<file path="src/rtl/rv64_pkg.sv">
// rv64_pkg: shared RV64I constants, immediate-format enum and opcode classification helpers.
package rv64_pkg;
  localparam int XLEN = 64;
  localparam int ILEN = 32;
  localparam logic [6:0] OPC_LOAD      = 7'b0000011;
  localparam logic [6:0] OPC_OP_IMM    = 7'b0010011;
  localparam logic [6:0] OPC_AUIPC     = 7'b0010111;
  localparam logic [6:0] OPC_OP_IMM_32 = 7'b0011011;
  localparam logic [6:0] OPC_STORE     = 7'b0100011;
  localparam logic [6:0] OPC_OP        = 7'b0110011;
  localparam logic [6:0] OPC_LUI       = 7'b0110111;
  localparam logic [6:0] OPC_OP_32     = 7'b0111011;
  localparam logic [6:0] OPC_BRANCH    = 7'b1100011;
  localparam logic [6:0] OPC_JALR      = 7'b1100111;
  localparam logic [6:0] OPC_JAL       = 7'b1101111;
  localparam int OPC_LSB = 0,  OPC_MSB = 6;
  localparam int RD_LSB  = 7,  RD_MSB  = 11;
  localparam int F3_LSB  = 12, F3_MSB  = 14;
  localparam int RS1_LSB = 15, RS1_MSB = 19;
  localparam int RS2_LSB = 20, RS2_MSB = 24;
  localparam int F7_LSB  = 25, F7_MSB  = 31;
  typedef enum logic [2:0] {IMM_I, IMM_S, IMM_B, IMM_U, IMM_J, IMM_NONE} immType_e;
  function automatic immType_e immTypeOf(input logic [6:0] opc);
    return (opc inside {OPC_LOAD, OPC_OP_IMM, OPC_OP_IMM_32, OPC_JALR}) ? IMM_I :
           (opc == OPC_STORE)                    ? IMM_S :
           (opc == OPC_BRANCH)                   ? IMM_B :
           (opc inside {OPC_LUI, OPC_AUIPC})     ? IMM_U :
           (opc == OPC_JAL)                      ? IMM_J : IMM_NONE;
  endfunction
  function automatic logic isLegal(input logic [6:0] opc);
    return opc inside {OPC_LOAD, OPC_OP_IMM, OPC_AUIPC, OPC_OP_IMM_32, OPC_STORE, OPC_OP,
                       OPC_LUI, OPC_OP_32, OPC_BRANCH, OPC_JALR, OPC_JAL};
  endfunction
  function automatic logic writesRd(input logic [6:0] opc);
    return opc inside {OPC_LOAD, OPC_OP_IMM, OPC_AUIPC, OPC_OP_IMM_32, OPC_OP,
                       OPC_LUI, OPC_OP_32, OPC_JALR, OPC_JAL};
  endfunction
endpackage

</file>
<file path="src/rtl/instr_decode_stage_if.sv">
// instr_decode_stage_if: upstream handshake, register-file read addresses and decoded downstream bus.
interface instr_decode_stage_if #(parameter int XLEN = rv64_pkg::XLEN, parameter int ILEN = rv64_pkg::ILEN);
  logic            in_valid;
  logic            in_ready;
  logic [ILEN-1:0] in_instr;
  logic [XLEN-1:0] in_pc;
  logic [4:0]      rf_rs1;
  logic [4:0]      rf_rs2;
  logic            out_valid;
  logic            out_ready;
  logic [XLEN-1:0] out_pc;
  logic [4:0]      out_rd;
  logic            out_reg_write;
  logic [6:0]      out_opcode;
  logic [2:0]      out_funct3;
  logic [6:0]      out_funct7;
  logic [XLEN-1:0] out_imm;
  logic            out_illegal;
  modport master (
    input  in_valid, in_instr, in_pc, out_ready,
    output in_ready, rf_rs1, rf_rs2, out_valid, out_pc, out_rd, out_reg_write,
           out_opcode, out_funct3, out_funct7, out_imm, out_illegal
  );
  modport slave (
    output in_valid, in_instr, in_pc, out_ready,
    input  in_ready, rf_rs1, rf_rs2, out_valid, out_pc, out_rd, out_reg_write,
           out_opcode, out_funct3, out_funct7, out_imm, out_illegal
  );
endinterface

</file>
<file path="src/rtl/instr_decode_stage_imm_gen.sv">
// imm_gen: sign-extends the immediate of an instruction for a given immediate format.
module imm_gen
  import rv64_pkg::*;
#(
  parameter int XLEN = rv64_pkg::XLEN
) (
  input  logic [31:0]     instr,
  input  immType_e        immType,
  output logic [XLEN-1:0] imm
);
  always_comb
    imm = (immType == IMM_I) ? {{(XLEN-12){instr[31]}}, instr[31:20]} :
          (immType == IMM_S) ? {{(XLEN-12){instr[31]}}, instr[31:25], instr[11:7]} :
          (immType == IMM_B) ? {{(XLEN-13){instr[31]}}, instr[31], instr[7], instr[30:25], instr[11:8], 1'b0} :
          (immType == IMM_U) ? {{(XLEN-32){instr[31]}}, instr[31:12], 12'b0} :
          (immType == IMM_J) ? {{(XLEN-21){instr[31]}}, instr[31], instr[19:12], instr[20], instr[30:21], 1'b0} :
          '0;
endmodule

</file>
<file path="src/rtl/instr_decode_stage.sv">
// instr_decode_stage: RV64I decode with a single-entry output register aligned to the register file's registered read.
module instr_decode_stage
  import rv64_pkg::*;
#(
  parameter int XLEN = rv64_pkg::XLEN,
  parameter int ILEN = rv64_pkg::ILEN
) (
  input logic                  clk,
  input logic                  reset,
  instr_decode_stage_if.master bus
);
  logic [ILEN-1:0] instr;
  logic [6:0]      opc;
  logic [XLEN-1:0] imm;
  logic            accept, stalled, legal, regWrite;
  logic [4:0]      heldRs1, heldRs2;
  assign instr        = bus.in_instr;
  assign opc          = instr[OPC_MSB:OPC_LSB];
  assign legal        = isLegal(opc);
  assign regWrite     = writesRd(opc) && instr[RD_MSB:RD_LSB] != 5'd0;
  assign bus.in_ready = !bus.out_valid || bus.out_ready;
  assign accept       = bus.in_valid && bus.in_ready;
  assign stalled      = bus.out_valid && !bus.out_ready;
  // A stalled instruction keeps its operands re-read so late register writes are seen.
  assign bus.rf_rs1   = stalled ? heldRs1 : instr[RS1_MSB:RS1_LSB];
  assign bus.rf_rs2   = stalled ? heldRs2 : instr[RS2_MSB:RS2_LSB];
  imm_gen #(.XLEN(XLEN)) u_immGen (
    .instr   (instr[31:0]),
    .immType (immTypeOf(opc)),
    .imm     (imm)
  );
  always_ff @(posedge clk or posedge reset)
    if (reset) begin
      bus.out_valid     <= 1'b0;
      bus.out_pc        <= '0;
      bus.out_rd        <= '0;
      bus.out_reg_write <= 1'b0;
      bus.out_opcode    <= '0;
      bus.out_funct3    <= '0;
      bus.out_funct7    <= '0;
      bus.out_imm       <= '0;
      bus.out_illegal   <= 1'b0;
      heldRs1           <= '0;
      heldRs2           <= '0;
    end else if (accept) begin
      bus.out_valid     <= 1'b1;
      bus.out_pc        <= bus.in_pc;
      bus.out_rd        <= instr[RD_MSB:RD_LSB];
      bus.out_reg_write <= regWrite;
      bus.out_opcode    <= opc;
      bus.out_funct3    <= instr[F3_MSB:F3_LSB];
      bus.out_funct7    <= instr[F7_MSB:F7_LSB];
      bus.out_imm       <= imm;
      bus.out_illegal   <= !legal;
      heldRs1           <= instr[RS1_MSB:RS1_LSB];
      heldRs2           <= instr[RS2_MSB:RS2_LSB];
    end else if (bus.out_ready) begin
      bus.out_valid     <= 1'b0;
    end
endmodule

</file>
<file path="src/flat_wrapper.sv">
// flat-port wrapper written by rule: the top's interface ports become plain ports
module instr_decode_stage_flat import rv64_pkg::*;
#(
  parameter int XLEN = rv64_pkg::XLEN,
  parameter int ILEN = rv64_pkg::ILEN
)
  (clk, reset, bus_in_valid, bus_in_instr, bus_in_pc, bus_out_ready, bus_in_ready, bus_rf_rs1, bus_rf_rs2, bus_out_valid, bus_out_pc, bus_out_rd, bus_out_reg_write, bus_out_opcode, bus_out_funct3, bus_out_funct7, bus_out_imm, bus_out_illegal);
  instr_decode_stage_if #(.XLEN(XLEN), .ILEN(ILEN)) bus_i ();
  input logic clk;
  input logic reset;
  input wire logic [$bits(bus_i.in_valid)-1:0] bus_in_valid;
  input wire logic [$bits(bus_i.in_instr)-1:0] bus_in_instr;
  input wire logic [$bits(bus_i.in_pc)-1:0] bus_in_pc;
  input wire logic [$bits(bus_i.out_ready)-1:0] bus_out_ready;
  output wire logic [$bits(bus_i.in_ready)-1:0] bus_in_ready;
  output wire logic [$bits(bus_i.rf_rs1)-1:0] bus_rf_rs1;
  output wire logic [$bits(bus_i.rf_rs2)-1:0] bus_rf_rs2;
  output wire logic [$bits(bus_i.out_valid)-1:0] bus_out_valid;
  output wire logic [$bits(bus_i.out_pc)-1:0] bus_out_pc;
  output wire logic [$bits(bus_i.out_rd)-1:0] bus_out_rd;
  output wire logic [$bits(bus_i.out_reg_write)-1:0] bus_out_reg_write;
  output wire logic [$bits(bus_i.out_opcode)-1:0] bus_out_opcode;
  output wire logic [$bits(bus_i.out_funct3)-1:0] bus_out_funct3;
  output wire logic [$bits(bus_i.out_funct7)-1:0] bus_out_funct7;
  output wire logic [$bits(bus_i.out_imm)-1:0] bus_out_imm;
  output wire logic [$bits(bus_i.out_illegal)-1:0] bus_out_illegal;
  assign bus_i.in_valid = bus_in_valid;
  assign bus_i.in_instr = bus_in_instr;
  assign bus_i.in_pc = bus_in_pc;
  assign bus_i.out_ready = bus_out_ready;
  assign bus_in_ready = bus_i.in_ready;
  assign bus_rf_rs1 = bus_i.rf_rs1;
  assign bus_rf_rs2 = bus_i.rf_rs2;
  assign bus_out_valid = bus_i.out_valid;
  assign bus_out_pc = bus_i.out_pc;
  assign bus_out_rd = bus_i.out_rd;
  assign bus_out_reg_write = bus_i.out_reg_write;
  assign bus_out_opcode = bus_i.out_opcode;
  assign bus_out_funct3 = bus_i.out_funct3;
  assign bus_out_funct7 = bus_i.out_funct7;
  assign bus_out_imm = bus_i.out_imm;
  assign bus_out_illegal = bus_i.out_illegal;
  instr_decode_stage #(.XLEN(XLEN), .ILEN(ILEN)) u_core (.clk(clk), .reset(reset), .bus(bus_i));
endmodule
</file>
<file path="config.mk">
export PLATFORM = sky130hd
export DESIGN_NAME = instr_decode_stage_flat
export DESIGN_NICKNAME = d
export VERILOG_FILES = /design/src/rtl/rv64_pkg.sv /design/src/rtl/instr_decode_stage_if.sv /design/src/rtl/instr_decode_stage_imm_gen.sv /design/src/rtl/instr_decode_stage.sv /design/src/flat_wrapper.sv
export SDC_FILE = /design/constraint.sdc
export NUM_CORES = 1
export LEC_CHECK = 0
export BUFFER_PORTS_ARGS = -buffer_cell sky130_fd_sc_hd__buf_2
export CAP_MARGIN = 10
export CORE_UTILIZATION = 50
export CTS_CLUSTER_SIZE = 8
export DETAILED_ROUTE_END_ITERATION = 8
export PLACE_DENSITY = 0.82
export SKIP_CTS_REPAIR_TIMING = 1
export SYNTH_ARGS = -nofsm -noshare
export SYNTH_HDL_FRONTEND = slang
export SYNTH_SLANG_ARGS = --single-unit
</file>
<file path="constraint.sdc">
create_clock -name clk -period 7.3 [get_ports clk]
set_input_delay 0.73 -clock clk [delete_from_list [all_inputs] [get_ports clk]]
set_output_delay 0.73 -clock clk [all_outputs]
set_load 0.01 [all_outputs]
</file>
==> flow_summary.toml <==
[die]
start_util_pct = 51.6
die-area_um2 = 11700
std_cell_rows = 38
die_w_um = 108
core_area_um2 = 10900
die_y_um = 108
io_pins = 264

[global_routing]
grt_overflow = 0
grtUsageTotal_pct = 25.1
antenna_found_initial = 0
grt_max_degree = 93
grt_pass1_wl_um = 22500
grt_pass1_vias = 4498

[clock_tree]
cts_made_buffers = 17
root_buffer = "clkbuf_8"
htreeDepth = 4
cts_tree = "yes"
clk_pin_slew_ns = 0.06
cts_max_path_buffers = 2
cts.sinks = 131
clk_latency_ns = 0.51

[sta]
fin_crit_ns = 3.13
fmax_mhz = 320
worst_pin_slew_ns = 0.924
finalSetupTns_ns = 0
hold_violations = 0
min_period_over_period_pct = 42.8
finClkSkew_ns = 0.0134
setup_violations = 0
relSlewSlack_pct = 38.4
slew_viol_final = 0
grt_setup_unrepaired = "false"

[worst_setup_path]
worstSetupStartpointType = "register"
crit_path_max_fanout = 74
critical_path_required_ns = 7.73
r2r.worst_path.cells = 6
crit_type = "reg -> reg"
end_kind = "register"
worstPathArrival_ns = 3.55

[final_layout]
diodes = 0
instances_no_fill = 1017
area_growth_pct = 30.1
finalNetCount = 964
drive_gt1_share_pct = 35.3

[yosys]
avgSynthCellArea_um2 = 8.74
syn_area_um2 = 5620
syn_nets = 743
ys_ff_latch = 131
syn_inst = 643
ys_warn_count = 0
ys_types = 42
yosysSeqAreaShare_pct = 58.4

[route]
antenna_left = 0
topRoutingLayerUsed = "met4"
drt-vias-per-instance = 4.80
vias = 4882
drcViolationCount = 0
firstDrtPassIters = 4
wl_um = 14200
route.met2.wl_um = 6910
met1_length_um = 6280
dr_wl_met3_um = 837
drt-initial-drc-count = 342
wire_per_inst_um = 14.0

[run_status]
status = "completed"

[power_and_ir_drop]
total_power_uw = 2030
power_density_nw_per_um2 = 277
power_leakage_uw = 0.00419
ir_drop_v = 0.000177

[flow_run]
cap_violations = 0

[place]
dp_cells = 985
gp_congestion = 0.813
port_buffers = 263
dp_hpwl_um = 9850

[worst_hold_path]
hp-class = "in -> async"
Yosys cell counts (all sizes together):
master	count	area [um^2]
o22ai	1	6.26
and2	1	6.26
o31ai	1	7.51
dfrtp	131	3280
or3	1	6.26
nand2	347	1310
clkbuf	6	22.5
or3b	1	11.3
inv	3	11.3
buf	58	393
nand3	1	5.00
o32ai	1	8.76
a22o	1	8.76
or2	1	8.76
o21ai	3	15.0
nor3	4	25.0
nand4b	2	17.5
and3	4	25.0
a211oi	2	32.5
a221o	4	40.0
a21oi	28	151
mux2	1	11.3
o21bai	1	7.51
o31a	1	8.76
nand2b	2	12.5
nand4	2	12.5
nor4	2	18.8
nor2	24	97.6
a31oi	4	25.0
nor2b	2	12.5
nand3b	2	15.0
nor3b	1	7.51
registers in the layout (all words and copies together), names as in the netlist:
name                      count
u_core.bus.out_pc            64
u_core.bus.out_opcode         7
u_core.bus.out_funct7         7
u_core.heldRs2                5
u_core.bus.out_illegal        1
u_core.heldRs1                5
u_core.bus.out_reg_write      1
u_core.bus.out_rd             5
u_core.bus.out_funct3         3
u_core.bus.out_imm           32
u_core.bus.out_valid          1
routing by layer:
layer  GRT usage [%]  vias up
met4            8.90        0
met3            5.06       14
met5               0        -
met1            33.8     2274
met2            40.3      171
li1                -     2423
power by group:
| group | internal, uW | leakage [uW] | switching [uW] | total [uW] |
|---|---|---|---|---|
| Sequential | 816 | 0.00162 | 48.7 | 865 |
| Combinational | 132 | 0.00230 | 208 | 339 |
| Clock | 501 | 0.000280 | 323 | 823 |
metrics by stage:
| step | setup WS, ns | hold WS (ns) | area (um^2) | util, % |
|---|---|---|---|---|
| after floorplan | 3.07 | 0.446 | 5620 | - |
| after global placement | 3.86 | 0.453 | 6730 | 61.8 |
| after detailed placement | 3.75 | 0.456 | 6730 | 61.8 |
| after CTS | 4.20 | 0.338 | 7310 | 67.1 |
| after global routing | 3.88 | 0.372 | 7310 | 67.1 |
| final | 4.17 | 0.336 | 7310 | 67.1 |
path summary, 6_finish.rpt:
path	startpoint	endpoint	slack [ns]
worst max-delay path	u_core.bus.out_valid	u_core.bus.out_imm[17]	4.17
worst min-delay path	reset	u_core.bus.out_pc[59]	0.34
worst max register to register	u_core.bus.out_valid	u_core.bus.out_imm[17]	4.17
worst min register to register	u_core.bus.out_pc[22]	u_core.bus.out_pc[22]	0.47
max in group asynchronous	reset	u_core.bus.out_rd[2]	5.77
min in group clk	bus_in_pc[2]	u_core.bus.out_pc[2]	0.41
critical path: stages, from the launching register on:
cell,delay (ns)
dfrtp_1,0.35
nor2b_1,0.53
inv_1,0.39
nand2_4,0.47
buf_4,0.67
a21oi_1,0.32
a21oi_1,0.23
final cells by class:
cell class / instances / area, um^2
flip-flops and latches: 131 / 3280
repair buffers: 266 / 1340
fillers: 914 / 3580
clock buffers: 19 / 432
inverters: 3 / 16.3
well taps: 140 / 175
multi-input cells: 445 / 1920
clock inverters: 13 / 150
layout by cell type (no fill, tap or decap), drive strengths merged, types with 2 or more instances in the layout:
master    netlist  routed
bufinv          0       2
clkinv          0       5
a31oi           4       4
a221o           4       4
o21ai           3       3
dfrtp         131     131
nor2b           2       2
nand4b          2       2
nor3            4       4
nand3b          2       2
clkinvlp        0       2
nand2b          2       2
and3            4       4
buf            58     266
nand4           2       2
nor2           24      24
inv             3       7
a211oi          2       2
a21oi          28      28
clkbuf          6      19
nand2         347     347
nor4            2       2
kinds of logic (layout without fill, tap and decap cells):
logic type,after synthesis,after routing,synth area share [%]
AOI/OAI and AO/OA,47,47,5.55
and+or+nand+nor,397,397,28.3
DFF,131,131,58.4
muxes,1,1,0.200
buffers and inverters,67,301,7.60
Power figures use the tool's default switching activity.
